<file path="src/rtl/seven_segment_scan_decoder.sv">
// seven_segment_scan_decoder: recovers per-digit hex values from a multiplexed active-low seven-segment bus
module seven_segment_scan_decoder #(
  parameter int NUM_DIGITS    = 4,
  parameter int STABLE_CYCLES = 4,
  parameter int STALE_CYCLES  = 1000000
) (
  input  logic                    CLK,
  input  logic                    RST,
  input  logic [6:0]              SEG,
  input  logic [NUM_DIGITS-1:0]   AN,
  output logic [4*NUM_DIGITS-1:0] DIGITS,
  output logic [NUM_DIGITS-1:0]   VALID,
  output logic [NUM_DIGITS-1:0]   ERR,
  output logic                    UPDATE
);
  localparam int W  = 7 + NUM_DIGITS;
  localparam int SW = $clog2(STABLE_CYCLES + 1);
  localparam int TW = $clog2(STALE_CYCLES + 1);
  typedef enum logic [1:0] {IDLE, SETTLE, HOLD} state_t;
  state_t state_q, state_d;
  logic [W-1:0] sync1_q, sync1_d, sync2_q, sync2_d, prev_q, prev_d;
  logic [SW-1:0] cnt_q, cnt_d;
  logic [4*NUM_DIGITS-1:0] digits_q, digits_d;
  logic [NUM_DIGITS-1:0] valid_q, valid_d, err_q, err_d;
  logic [TW-1:0] stale_q [NUM_DIGITS];
  logic [TW-1:0] stale_d [NUM_DIGITS];
  logic update_q, update_d;
  logic [6:0] seg_s;
  logic [NUM_DIGITS-1:0] an_s;
  logic changed, one_hot, capture, legal;
  logic [3:0] nib;
  function automatic logic [4:0] decode(input logic [6:0] s);
    case (s)
      7'b1000000: decode = 5'h10;
      7'b1111001: decode = 5'h11;
      7'b0100100: decode = 5'h12;
      7'b0110000: decode = 5'h13;
      7'b0011001: decode = 5'h14;
      7'b0010010: decode = 5'h15;
      7'b0000010: decode = 5'h16;
      7'b1111000: decode = 5'h17;
      7'b0000000: decode = 5'h18;
      7'b0010000: decode = 5'h19;
      7'b0001000: decode = 5'h1a;
      7'b0000011: decode = 5'h1b;
      7'b1000110: decode = 5'h1c;
      7'b0100001: decode = 5'h1d;
      7'b0000110: decode = 5'h1e;
      7'b0001110: decode = 5'h1f;
      default:    decode = 5'h00;
    endcase
  endfunction
  always_comb begin
    sync1_d  = {SEG, AN};
    sync2_d  = sync1_q;
    prev_d   = sync2_q;
    seg_s    = sync2_q[W-1 -: 7];
    an_s     = sync2_q[NUM_DIGITS-1:0];
    changed  = sync2_q != prev_q;
    one_hot  = $onehot(~an_s);
    {legal, nib} = decode(seg_s);
    cnt_d    = changed ? '0 : cnt_q == SW'(STABLE_CYCLES) ? cnt_q : cnt_q + SW'(1);
    // entering SETTLE always coincides with a change, so the count restarts from zero
    capture  = state_q == SETTLE && one_hot && cnt_d == SW'(STABLE_CYCLES);
    state_d  = !one_hot ? IDLE :
               (state_q == IDLE || (state_q == HOLD && changed)) ? SETTLE :
               capture ? HOLD : state_q;
    update_d = capture;
    digits_d = digits_q;
    valid_d  = valid_q;
    err_d    = err_q;
    stale_d  = stale_q;
    for (int i = 0; i < NUM_DIGITS; i++) begin
      digits_d[4*i +: 4] = capture && !an_s[i] && legal ? nib : digits_q[4*i +: 4];
      valid_d[i] = capture && !an_s[i] ? legal :
                   valid_q[i] && stale_q[i] + TW'(1) != TW'(STALE_CYCLES);
      err_d[i]   = capture && !an_s[i] ? !legal : err_q[i];
      stale_d[i] = (capture && !an_s[i]) || !valid_q[i] || stale_q[i] + TW'(1) == TW'(STALE_CYCLES) ?
                   '0 : stale_q[i] + TW'(1);
    end
  end
  always_ff @(posedge CLK or posedge RST) begin
    if (RST) begin
      state_q  <= IDLE;
      sync1_q  <= '1;
      sync2_q  <= '1;
      prev_q   <= '1;
      cnt_q    <= '0;
      digits_q <= '0;
      valid_q  <= '0;
      err_q    <= '0;
      stale_q  <= '{default: '0};
      update_q <= 1'b0;
    end else begin
      state_q  <= state_d;
      sync1_q  <= sync1_d;
      sync2_q  <= sync2_d;
      prev_q   <= prev_d;
      cnt_q    <= cnt_d;
      digits_q <= digits_d;
      valid_q  <= valid_d;
      err_q    <= err_d;
      stale_q  <= stale_d;
      update_q <= update_d;
    end
  end
  assign DIGITS = digits_q;
  assign VALID  = valid_q;
  assign ERR    = err_q;
  assign UPDATE = update_q;
endmodule
</file>
<file path="config.mk">
export PLATFORM = sky130hd
export DESIGN_NAME = seven_segment_scan_decoder
export DESIGN_NICKNAME = d
export VERILOG_FILES = /design/src/rtl/seven_segment_scan_decoder.sv
export SDC_FILE = /design/constraint.sdc
export NUM_CORES = 1
export LEC_CHECK = 0
export CORE_ASPECT_RATIO = 0.75
export CORE_MARGIN = 2
export CORE_UTILIZATION = 60
export CTS_CLUSTER_DIAMETER = 40
export DETAILED_ROUTE_END_ITERATION = 10
export PLACE_DENSITY = 0.8
export SLEW_MARGIN = 15
export SYNTH_ARGS = -nofsm -noshare
export SYNTH_HDL_FRONTEND = slang
export SYNTH_SLANG_ARGS = --single-unit
</file>
<file path="constraint.sdc">
create_clock -name CLK -period 5.97 [get_ports CLK]
set_input_delay 0.8955 -clock CLK [delete_from_list [all_inputs] [get_ports CLK]]
set_output_delay 0.8955 -clock CLK [all_outputs]
set_load 0.02 [all_outputs]
</file>
==> impl_results.md <==
* Status: complete, no violations
* Post-DP HPWL at 10400 um
* Hold_sp: sync1_q[4]$_DFF_PP1_
* Post-synthesis mux area share at 2.88%
* Worst reg2reg endpoint: DIGITS[2]$_DFFE_PP0P_
* WHS at 0.355 ns
* Yosys top cell by area: dfrtp_1
* FILL cells at 825
* Synth cell count leaders: 110 x dfrtp_1, 80 x nor2_1, 51 x nor3_1, 42 x xnor2_1
* Sequential share of the synthesized area at 49.4%
* Worst EP required at 6.27 ns
* CTS tree: built
* WL met2 at 7240 um
* Die area at 0.0131 sq mm
* Initial antenna violation count at 0
* Synth async-reset ratio at 100%
* Met3 WL at 770 um
* Post-Syn Instances at 731
* Uppermost layer routed: met4
* Synth Net Count at 757
* Reg2reg setup slack at 2.19 ns
* CTS Buf Count at 17
* Max incr delay on CP at 0.60 ns
* Crit-path cells: fa_1, inv_1, ha_1, ha_1, or3b_2, nor4b_2, o311ai_1, or2_0, or3_1, mux2_2
* Synth Area in Compound Gates at 7.63%
* Row count at 34
* Sw frac at 23.8%
* Number of synthesized flops with an enable pin at 0
* Post-Layout Cell Count at 932
* Max-cap violations at 0
* Share of cells above drive strength 1 at 12.6%
* Top FF cell, synth: dfrtp_1
* Vias per cell at 5.98
* Final worst-path cycle share at 63.3%
* Min-Delay Path Class: reg -> reg
* PortBufs at 37
* Logic gate share of total power at 2.7%
* Final Hold Vio Count at 0
* Core area at 0.0117 sq mm
* Yosys warning total at 0
* Cts hold-fix bufs at 0
* Global-route wire length before repair at 26500 um
* FF-to-FF Start: prev_d[1]$_DFF_PP1_
* Clock transition at path regs at 0.06 ns
* Worst-case clock buffer depth at 2
* Starting Density at 62.4%
* Clock Power Share at 48.8%
* CTS root buf: clkbuf_16
* Crit path launch type: flip-flop
* Rel. slew slack at 38.9%
* Pin count of the biggest net entering global routing at 87
* Post-route clock skew at 0.00789 ns
* Post-synthesis simple-gate area fraction at 25.1%
* Critical path's slowest cell: dfstp_2
* Max VDD drop at 0.000236 V
* Final Slew Violations at 0
* Top cells by area, synth: dfrtp_1 38%, dfstp_2 12%, xnor2_1 5.0%
* Critical Path End Type: flip-flop
* Synth Area in Adders at 2.32%
* Number of library cell types mapped by synthesis at 63
* Post-CTS Resized at 0
* Final setup vio count at 0
* Share of the synthesized area in the top cell type at 37.6%
* Post-Place Setup Slack at 2.22 ns
* Vias in the first global route at 5434
* Crit path kind: reg -> reg
* Initial DRT Pass Iterations at 5
* Setup WS post-layout at 2.19 ns
* Total gr overflow at 0
* Total Wirelength at 15300 um
* Mapped cell area at 0.00733 sq mm
* Die height at 99.7 um
* P_leak at 3.29 nW
* PD cells at 249 mW/mm^2
* FF-to-FF path depth at 10
* Worst Path Arrival at 4.08 ns
* Iter 0 DRT Violations at 455
* Hold worst-path end: prev_d[4]$_DFF_PP1_
* Via count at 5573
* CP most frequent cell: ha_1
* CTS H-tree lvls at 4
* Area of the multi-input gates at 0.00350 sq mm
* Main combinational cell family by area after synthesis: simple AND/OR/NAND/NOR gates
* Max frequency at 264 MHz
* Final antenna-violating net count at 0
* Layout area overhead at 14.2%
* Worst-margin pin slew at 0.910 ns
* Final #Nets at 783
* Pint at 1.59 mW
* Skew-Pair Late Insertion Delay at 0.42 ns
* Reg area at 0.00362 sq mm
* CTS Sinks at 143
* CP max FO at 8
* WL/cell at 16.4 um
* Post-CTS Setup Repair Bufs at 0
* Setup_tns at 0 ns
* Drt drc at 0
* Die X at 132 um
* Placed insts at 900
* WHS Path Cells at 0
* M1 WL at 7120 um
* Final worst path period need at 3.78 ns
* Seq pwr share at 48.5%
* GPL Wtd Cong at 0.885
* Syn_area_per_cell at 10.0 sq um
* Total track usage at 25.2%
* RSZ-0062 raised after global routing: false
* Ant diodes at 0
* #FFs+latches synth at 143
* Count leader, synth: dfrtp_1
* XOR/XNOR Fraction of Synth Area at 9.80%
* Sw Pwr at 0.496 mW
* Io pins at 38
==> through the flow <==
stage	cell area [sq um]	power, mW	util (%)
3_3_place_gp	7800	1.08	66.4
5_1_grt	8370	2.16	71.3
3_5_place_dp	7800	1.08	66.4
2_1_floorplan	7330	1.06	-
4_1_cts	8370	2.10	71.3
6_report	8370	2.08	71.3
==> metal layers <==
layer / GRT usage [%] / vias to the layer above
met5: 0 / -
li1: - / 2671
met3: 6.47 / 16
met4: 8.03 / 0
met2: 39.5 / 135
met1: 34.9 / 2751
==> power groups by stage <==
stage               Clock, mW  Sequential [mW]  Combinational [mW]
floorplan                   0             1.02              0.0428
global placement            0             1.02              0.0547
detailed placement          0             1.02              0.0574
CTS                      1.04             1.01              0.0580
global route             1.08             1.01              0.0656
finish                   1.02             1.01              0.0559
==> sequential cells by signal, indices dropped and copies added (netlist names) <==
signal / count
prev_q: 11
prev_d: 11
UPDATE: 1
stale_q: 80
VALID: 4
state_q: 2
cnt_q: 3
ERR: 4
DIGITS: 16
sync1_q: 11
==> worst max path at each step <==
stage | start | slack [ns] | cells past startpoint | endpoint
2_1_floorplan | RST | 1.29 | 1 | DIGITS[0]$_DFFE_PP0P_
3_3_place_gp | prev_d[1]$_DFF_PP1_ | 2.35 | 10 | VALID[3]$_DFF_PP0_
3_5_place_dp | prev_d[1]$_DFF_PP1_ | 2.22 | 10 | DIGITS[2]$_DFFE_PP0P_
4_1_cts | prev_d[1]$_DFF_PP1_ | 2.19 | 10 | DIGITS[2]$_DFFE_PP0P_
5_1_grt | prev_d[1]$_DFF_PP1_ | 1.86 | 10 | VALID[3]$_DFF_PP0_
6_report | prev_d[1]$_DFF_PP1_ | 2.19 | 10 | DIGITS[2]$_DFFE_PP0P_
==> cell usage in the layout, fill, tap and decap left out, drive strengths merged, types with 10 or more instances in the layout <==
master,Yosys,routed
a21oi,19,19
and3,12,12
clkbuf,26,18
clkdlybuf4s50,0,37
dfrtp,110,110
dfstp,33,33
ha,12,12
inv,21,30
mux2,17,17
nand2,38,38
nand3,40,40
nand4,24,24
nor2,80,80
nor3,51,51
nor3b,11,11
nor4,16,16
o21ai,24,24
or3,11,11
or4,10,10
xnor2,42,42
xor2,40,40
==> worst max-delay path, delay by kind of cell (launching register included) <==
| kind | cells | cell delay (ns) |
|---|---|---|
| muxes | 1 | 0.32 |
| AOI/OAI and AO/OA | 1 | 0.24 |
| buffers and inverters | 1 | 0.07 |
| adders and majority gates | 3 | 0.81 |
| and+or+nand+nor | 4 | 1.63 |
| DFF | 1 | 0.60 |
==> cells by family (layout without fill, tap and decap cells) <==
logic type	count (synthesis)	in the layout
adder cells (fa/ha/maj)	13	13
flip-flops	143	143
multiplexers	19	19
AND/OR/NAND/NOR	336	336
buffers and inverters	54	93
XOR/XNOR	82	82
AO/OA/AOI/OAI	84	84
==> layout make-up <==
cell class                 count  area share [%]
sequential                   143            43.3
multi-input combinational    534            41.8
clock buffer                  18            5.38
inverter                      21            1.00
tap                          162            2.42
clock inverter                14            1.44
timing repair buffer          40            4.69
Note: power is estimated with default switching activity, not from simulation.
